--- config.mk ---
export PLATFORM = sky130hd
export DESIGN_NAME = rca_lsq_port_arbiter
export DESIGN_NICKNAME = d
export VERILOG_FILES = /design/src/rtl/rca_config.sv /design/src/rtl/rca_lsq_tag_fifo.sv /design/src/rtl/rca_lsq_port_arbiter.sv
export SDC_FILE = /design/constraint.sdc
export NUM_CORES = 1
export LEC_CHECK = 0
export ABC_AREA = 1
export CORE_AREA = 2 2 164 166
export CTS_CLUSTER_DIAMETER = 40
export DETAILED_ROUTE_END_ITERATION = 10
export DIE_AREA = 0 0 166 168
export PLACE_DENSITY = 0.57
export SLEW_MARGIN = 20
export SYNTH_ARGS = -nofsm -noshare
export SYNTH_HDL_FRONTEND = slang
export SYNTH_SLANG_ARGS = --single-unit
--- constraint.sdc ---
create_clock -name clk -period 5.09 [get_ports clk]
set_input_delay 1.018 -clock clk [delete_from_list [all_inputs] [get_ports clk]]
set_output_delay 1.018 -clock clk [all_outputs]
set_load 0.02 [all_outputs]
--- src/rtl/rca_config.sv ---
// rca_config: shared RCA widths, LS-unit sizing and the LSQ request record.
package rca_config;
  localparam int XLEN = 32;
  localparam int NUM_LS_UNITS = 4;
  localparam int LSQ_TAG_DEPTH = 4;
  typedef struct packed {
    logic [XLEN-1:0] addr;
    logic [XLEN-1:0] data;
    logic [2:0]      fn3;
    logic            load;
    logic            store;
  } lsq_req_t;
  typedef logic [$clog2(NUM_LS_UNITS)-1:0] ls_unit_id_t;
endpackage

--- src/rtl/rca_lsq_tag_fifo.sv ---
// rca_lsq_tag_fifo: in-order FIFO of requester IDs for outstanding loads.
module rca_lsq_tag_fifo
  import rca_config::*;
#(
  parameter int DEPTH = LSQ_TAG_DEPTH
) (
  input  logic        clk,
  input  logic        rst,
  input  logic        push,
  input  ls_unit_id_t push_id,
  input  logic        pop,
  output ls_unit_id_t head,
  output logic        full,
  output logic        empty
);
  localparam int AW = $clog2(DEPTH);
  ls_unit_id_t   mem [DEPTH];
  logic [AW-1:0] wr_ptr, rd_ptr;
  logic [AW:0]   count;
  logic          do_push, do_pop;
  assign full    = count == (AW+1)'(DEPTH);
  assign empty   = count == '0;
  assign do_push = push && !full;
  assign do_pop  = pop && !empty;
  assign head    = mem[rd_ptr];
  always_ff @(posedge clk or negedge rst) begin
    if (!rst) begin
      wr_ptr <= '0;
      rd_ptr <= '0;
      count  <= '0;
    end else begin
      if (do_push) wr_ptr <= wr_ptr + AW'(1);
      if (do_pop) rd_ptr <= rd_ptr + AW'(1);
      count <= count + (AW+1)'(do_push) - (AW+1)'(do_pop);
    end
  end
  always_ff @(posedge clk) begin
    if (do_push) mem[wr_ptr] <= push_id;
  end
endmodule

--- src/rtl/rca_lsq_port_arbiter.sv ---
// rca_lsq_port_arbiter: round-robin share of the LSQ port with load-response steering.
// Define RCA_LSQ_ARB_STATS_EN to add saturating grant/stall counters.
module rca_lsq_port_arbiter
  import rca_config::XLEN, rca_config::ls_unit_id_t, rca_config::lsq_req_t;
#(
  parameter int NUM_LS_UNITS = rca_config::NUM_LS_UNITS,
  parameter int TAG_DEPTH    = rca_config::LSQ_TAG_DEPTH
) (
  input  logic                                clk,
  input  logic                                rst,
  input  logic [NUM_LS_UNITS-1:0]             req_valid,
  input  logic [NUM_LS_UNITS-1:0][XLEN-1:0]   req_addr,
  input  logic [NUM_LS_UNITS-1:0][XLEN-1:0]   req_data,
  input  logic [NUM_LS_UNITS-1:0][2:0]        req_fn3,
  input  logic [NUM_LS_UNITS-1:0]             req_load,
  input  logic [NUM_LS_UNITS-1:0]             req_store,
  output logic [NUM_LS_UNITS-1:0]             req_ready,
  output logic [XLEN-1:0]                     rsp_data,
  output logic [NUM_LS_UNITS-1:0]             rsp_valid,
  output logic [XLEN-1:0]                     addr,
  output logic [XLEN-1:0]                     data,
  output logic [2:0]                          fn3,
  output logic                                load,
  output logic                                store,
  output logic                                new_request,
  input  logic                                lsq_full,
  input  logic [XLEN-1:0]                     load_data,
`ifdef RCA_LSQ_ARB_STATS_EN
  output logic [NUM_LS_UNITS-1:0][31:0]       stat_grants,
  output logic [31:0]                         stat_stall_cycles,
`endif
  input  logic                                load_complete
);
  ls_unit_id_t rr_ptr, gnt, idx, head;
  logic        gnt_valid, accept, pop, fifo_full, fifo_empty;
  lsq_req_t    win;
  // Scan downward so the lowest offset from rr_ptr is the last, winning write.
  always_comb begin
    gnt_valid = 1'b0;
    gnt       = '0;
    idx       = '0;
    for (int k = NUM_LS_UNITS - 1; k >= 0; k--) begin
      idx = ls_unit_id_t'((int'(rr_ptr) + k) % NUM_LS_UNITS);
      if (req_valid[idx]) begin
        gnt_valid = 1'b1;
        gnt       = idx;
      end
    end
  end
  always_comb begin
    win = '0;
    if (gnt_valid) win = '{addr: req_addr[gnt], data: req_data[gnt], fn3: req_fn3[gnt],
                           load: req_load[gnt], store: req_store[gnt]};
  end
  assign accept      = gnt_valid && !lsq_full && !(win.load && fifo_full);
  assign req_ready   = accept ? (NUM_LS_UNITS'(1) << gnt) : '0;
  assign new_request = accept;
  assign {addr, data, fn3, load, store} = win;
  assign pop       = load_complete && !fifo_empty;
  assign rsp_valid = pop ? (NUM_LS_UNITS'(1) << head) : '0;
  assign rsp_data  = load_data;
  always_ff @(posedge clk or negedge rst) begin
    if (!rst) rr_ptr <= '0;
    else if (accept) rr_ptr <= (int'(gnt) == NUM_LS_UNITS - 1) ? '0 : gnt + ls_unit_id_t'(1);
  end
  rca_lsq_tag_fifo #(.DEPTH(TAG_DEPTH)) u_fifo (
    .clk(clk), .rst(rst), .push(accept && win.load), .push_id(gnt),
    .pop(pop), .head(head), .full(fifo_full), .empty(fifo_empty)
  );
  // A completion with nothing outstanding is dropped; flag it without stopping.
  assert property (@(posedge clk) disable iff (!rst) !(load_complete && fifo_empty))
    else $warning("load_complete with no outstanding load ignored");
`ifdef RCA_LSQ_ARB_STATS_EN
  always_ff @(posedge clk or negedge rst) begin
    if (!rst) begin
      stat_grants       <= '0;
      stat_stall_cycles <= '0;
    end else begin
      for (int i = 0; i < NUM_LS_UNITS; i++)
        if (req_ready[i] && stat_grants[i] != '1) stat_grants[i] <= stat_grants[i] + 32'd1;
      if (|req_valid && !accept && stat_stall_cycles != '1)
        stat_stall_cycles <= stat_stall_cycles + 32'd1;
    end
  end
`endif
endmodule
==> results.yml, run 1 <==
timing:
  fmax_mhz: 213.2
  skew_ps: 1.659
  worstMarginPinSlew_ps: 570.5
  hold_viol: 0
  setup_viol: 0
  post-route-period-util_pct: 92.14
  slew_headroom_pct: 61.97
  fin_setup_tns_ps: 0
  slew_violations: 0
  fin_crit_ps: 4690
  rsz0062_at_grt: "false"
  whs_ps: 536.8
detailed_routing:
  dr.first_iter.drc_count: 253
  dr.pass1.iters: 4
  vias: 5414
  drc: 0
  ant_nets: 0
  finalWirelength_mm: 19.44
  viasPerCell: 4.200
  wl_per_cell_microns: 15.08
power:
  power_density_nw_per_um2: 945.0
  p_leak_uw: 0.002893
  ir_drop_v: 0.0005042
setup_path:
  required_ps: 4070
  critical_path_class: "primary input to output port"
  path_cells: "clkdlybuf4s50_1 -> nand2_1 -> nand2_1 -> nand2_1 -> nand3_1 -> o21ai_1 -> nand2_1 -> nand2_4 -> buf_12 -> nand3_2 -> nand3_2 -> nand2_2 -> nor2_1 -> clkdlybuf4s50_1"
  arrival_ps: 3670
  critPathMaxFanout: 12
  cp_slowest_cell: "clkdlybuf4s50_1"
  max_stage_delay_ps: 610
  start_kind: "primary input"
  worst_path_most_repeated_cell: "nand2_1"
  cp-end-kind: "output port"
cts:
  cts_buffers: 3
  clk_pin_slew_ps: 50
  post_cts_buffers: 0
  clock-root-buffer: "clkbuf_16"
  cts.repair.resized: 0
  cts_tree: "yes"
  cts_hold_buf: 0
  clk-insertion-delay-late_ps: 250
  cts_sinks: 17
  clockBufferDepth: 2
  htreeDepth: 1
synthesis:
  yosysSeqAreaShare_pct: 11.53
  synth_nets: 980
  syn-cell-area_sq_um: 4036
  synth-seq-cells: 17
  synth.distinct_cells: 33
  syn_avg_cell_area_sq_um: 6.181
  syn_inst: 653
  yosysWarnings: 0
outcome:
  status: "finished, final reports clean"
finish:
  nFillCells: 2877
  drive_gt1_share_pct: 10.14
  final_cell_mix: "clkdlybuf4s50_1 (361), nor2_1 (153), a21oi_1 (69)"
  nets: 1275
  mostFrequentLayoutCell: "clkdlybuf4s50_1"
  syn_to_final_growth_pct: 92.78
global_routing:
  grt_antenna_before_repair: 1
  grt_pass1_wl_mm: 29.34
  grt_overflow: 0
  grt.total_usage_pct: 12.81
  grt_max_degree: 85
  grt_pass1_vias: 5435
floorplanning:
  ioPinCount: 426
  die_w_microns: 166
  die_area_sq_um: 27890
  start_util_pct: 15.32
  fp.coreArea_sq_um: 26350
  die_y_microns: 168
  rows: 60
worst_hold_path:
  hold_class: "flop to flop"
place:
  dpl.hpwl_mm: 15.61
  portBuffers: 361
  gp_congestion: 0.8454
job:
  maxCapViolations: 0
==> stage by stage <==
step           worst slack (ps)  instances  utilization (%)  total power, uW  instance area [sq um]
4_1_cts                   336.5       1288            29.52             7436                   7779
3_5_place_dp              355.7       1284            29.21             7235                   7696
3_3_place_gp              400.6       1284            29.21             7226                   7696
6_report                  400.3       1289            29.53             7353                   7781
5_1_grt                   125.8       1288            29.52             8003                   7779
2_1_floorplan              1620        653                -             4678                   4036
==> kinds of logic (layout without fill, tap and decap cells) <==
group	count (synthesis)	after routing	share of synthesized area [%]
flip-flops	17	17	11.53
buffers and inverters	115	409	17.51
XOR/XNOR	3	3	0.6511
AND/OR/NAND/NOR	297	297	33.79
other	0	1	0
AO/OA/AOI/OAI	210	210	32.92
adder cells (fa/ha/maj)	11	11	3.596
==> layout make-up <==
cell class	instances	area (sq um)	share of cell area [%]
sequential	17	465.4	5.982
multi-input combinational	521	2877	36.97
inverter	29	113.9	1.463
timing repair buffer	376	3814	49.01
antenna	1	2.502	0.03216
clock buffer	3	75.07	0.9648
tap	341	426.7	5.483
clock inverter	1	7.507	0.09648
==> state kept, by name, indices dropped and copies added, names as in the netlist <==
register       cells
u_fifo.wr_ptr      2
u_fifo.mem         8
rr_ptr             2
u_fifo.rd_ptr      2
u_fifo.count       3
==> worst paths after layout <==
path / from / endpoint / slack, ps / cells after the start
worst max-delay path: req_valid[3] / req_ready[0] / 400 / 14
worst min-delay path: u_fifo.wr_ptr[1] / u_fifo.wr_ptr[1] / 540 / 2
worst max register to register: rr_ptr[0] / u_fifo.count[2] / 2180 / 15
worst min register to register: u_fifo.wr_ptr[1] / u_fifo.wr_ptr[1] / 540 / 2
max in group asynchronous: rst / u_fifo.count[0] / 3690 / 1
min in group asynchronous: rst / rr_ptr[1] / 1090 / 1
==> routing by layer <==
metal	wire length (microns)	GRT usage [%]	part of all wire [%]
met4	296	2.231	1.5
met5	0	0	0
met3	1397	3.597	7.2
met2	9501	23.07	49
met1	8245	15.33	42
==> Yosys cell counts <==
master    instances  share of area [%]
a21boi_1          1               0.19
a21oi_1          69                8.6
a31oi_1           1               0.16
a32oi_1           1               0.22
buf_2            15                1.9
buf_4            49                9.1
buf_6             9                2.5
clkbuf_1         11                1.0
clkbuf_2          2               0.25
dfrtp_1           9                5.6
edfxtp_1          8                6.0
fa_1              1               0.50
ha_1             10                3.1
inv_1            23                2.1
inv_2             5               0.47
inv_4             1               0.16
nand2_1          50                4.6
nand2_2           4               0.62
nand2_4           1               0.28
nand3_1          11                1.4
nand3_2           7                1.7
nand4_1           1               0.16
nor2_1          154                 14
nor3_1            1               0.12
o211ai_1         48                8.9
o211ai_2         20                6.2
o21ai_0          14                1.7
o21ai_1          56                6.9
or2_0             2               0.31
or2_1            28                4.3
or2_2            38                5.9
xnor2_1           1               0.22
xor2_1            2               0.43
==> power breakdown <==
group / internal [uW] / switching, uW
Clock: 106 / 53.2
Combinational: 3020 / 3900
Sequential: 225 / 46.7
Total: 3350 / 4000
==> critical path: cells and delay by family <==
kind,cells,cell delay [ps]
AO/OA/AOI/OAI,1,190
buffers and inverters,3,1240
AND/OR/NAND/NOR,10,1220
Power figures use the tool's default switching activity.
==> run 2, diff against run 1 <==
CORE_AREA = 2 2 166 168   (was 2 2 164 166)
DIE_AREA = 0 0 168 170   (was 0 0 166 168)
DONT_BUFFER_PORTS = 1   (was not set)
PLACE_DENSITY = 0.36   (was 0.57)
==> run 2 against run 1 <==
Compared with the run above: global-route usage decreased by 2.3 points; via count down 21%; clock skew increased by 2.9 ps; highest routed layer is now met5; cell count fell by 24%; utilization is 13 points lower; clock-buffer cell count is the same; sequential cell count is the same; final area decreased by 42%; critical path depth is 3 lower.
==> results.yml, run 2 (synthesis results as in run 1) <==
outcome:
  status: "finished, final reports clean"
detailed_routing:
  ant_nets: 0
  viasPerCell: 4.402
  finalWirelength_mm: 16.85
  vias: 4296
  dr.first_iter.drc_count: 295
  dr.pass1.iters: 4
  drc: 0
  wl_per_cell_microns: 17.26
timing:
  slew_headroom_pct: 47.80
  fin_crit_ps: 4123
  fin_setup_tns_ps: 0
  rsz0062_at_grt: "false"
  post-route-period-util_pct: 80.99
  slew_violations: 0
  fmax_mhz: 242.6
  worstMarginPinSlew_ps: 781.3
  setup_viol: 0
  hold_viol: 0
  skew_ps: 4.572
setup_path:
  cp-end-kind: "output port"
  max_stage_delay_ps: 450
  worst_path_most_repeated_cell: "nand2_1"
  cp_slowest_cell: "nand2_4"
  arrival_ps: 3100
  critical_path_class: "primary input to output port"
  start_kind: "primary input"
  path_cells: "nand2_1 -> nand2_1 -> nand2_2 -> nand3_1 -> o21ai_1 -> nand2_1 -> nand2_4 -> buf_12 -> ha_1 -> inv_1 -> nor2_1"
  critPathMaxFanout: 52
  required_ps: 4070
  rr_worst_depth: 14
cts:
  clk-insertion-delay-late_ps: 250
  cts.repair.resized: 0
  cts_tree: "yes"
  clockBufferDepth: 2
  cts_buffers: 3
  post_cts_buffers: 0
  clk_pin_slew_ps: 60
  htreeDepth: 1
  cts_hold_buf: 0
  clock-root-buffer: "clkbuf_16"
  cts_sinks: 17
global_routing:
  grt.total_usage_pct: 10.53
  grt_pass1_vias: 4013
  grt_max_degree: 84
  grt_antenna_before_repair: 2
  grt_pass1_wl_mm: 23.98
  grt_overflow: 0
place:
  gp_congestion: 0.7810
  dpl.hpwl_mm: 13.67
  portBuffers: 0
floorplanning:
  die_y_microns: 170
  ioPinCount: 426
  start_util_pct: 15.15
  die_area_sq_um: 28560
  rows: 60
  die_w_microns: 168
  fp.coreArea_sq_um: 26650
finish:
  drive_gt1_share_pct: 22.71
  regMostFlops: "u_fifo.mem"
  mostFrequentLayoutCell: "nor2_1"
  syn_to_final_growth_pct: 11.87
  nets: 962
  final_cell_mix: "nor2_1 (153), a21oi_1 (69), buf_4 (57)"
  reg.largest.list: "u_fifo.mem (8), u_fifo.count (3)"
  largest_reg_flops: 8
worst_hold_path:
  hold_class: "primary input to async pin"
job:
  maxCapViolations: 0
## run 2: final timing paths
| path | from | endpoint | slack, ps |
|---|---|---|---|
| setup reg to reg | rr_ptr[0] | u_fifo.count[2] | 1910 |
| setup / recovery | req_valid[0] | req_ready[0] | 970 |
| hold / removal | rst | u_fifo.wr_ptr[0] | 460 |
| max in group asynchronous | rst | u_fifo.count[2] | 4560 |
| min in group clk | u_fifo.wr_ptr[1] | u_fifo.wr_ptr[1] | 570 |
| hold reg to reg | u_fifo.wr_ptr[1] | u_fifo.wr_ptr[1] | 570 |
## run 2: final cells by class
cell class | instances | area (sq um)
multi-input cells | 521 | 2877
flip-flops and latches | 17 | 465.4
fillers | 3069 | 22140
diodes | 1 | 2.502
repair buffers | 63 | 548.0
clock buffers | 3 | 75.07
clock inverters | 1 | 7.507
inverters | 29 | 113.9
well taps | 341 | 426.7
## run 2: routing by layer
metal / vias up / part of all wire [%] / track usage (%)
met1: 1941 / 42 / 13.35
met3: 10 / 7.8 / 2.884
li1: 2129 / - / -
met2: 214 / 49 / 18.36
met4: 2 / 0.79 / 1.210
met5: - / 0.077 / 0
## run 2: stage by stage
stage	hold slack, ps	instances	util [%]	setup slack, ps	instance area, sq um
floorplan	499.2	653	-	1620	4036
detailed placement	552.8	971	16.62	946.1	4431
global placement	549.1	971	16.62	936.7	4431
global route	448.8	975	16.93	705.0	4513
finish	460.4	976	16.94	967.4	4516
CTS	456.3	975	16.93	950.9	4513
## run 2: worst max-delay path, delay by kind of cell
family / cells / cell delay [ps]
AND/OR/NAND/NOR: 7 / 1280
buffers and inverters: 2 / 360
adder cells (fa/ha/maj): 1 / 200
AO/OA/AOI/OAI: 1 / 190
Power of run 2 is left out: the tool's default activity adds up to more than one toggle a clock period on the data nets, which glitch-free logic cannot reach.
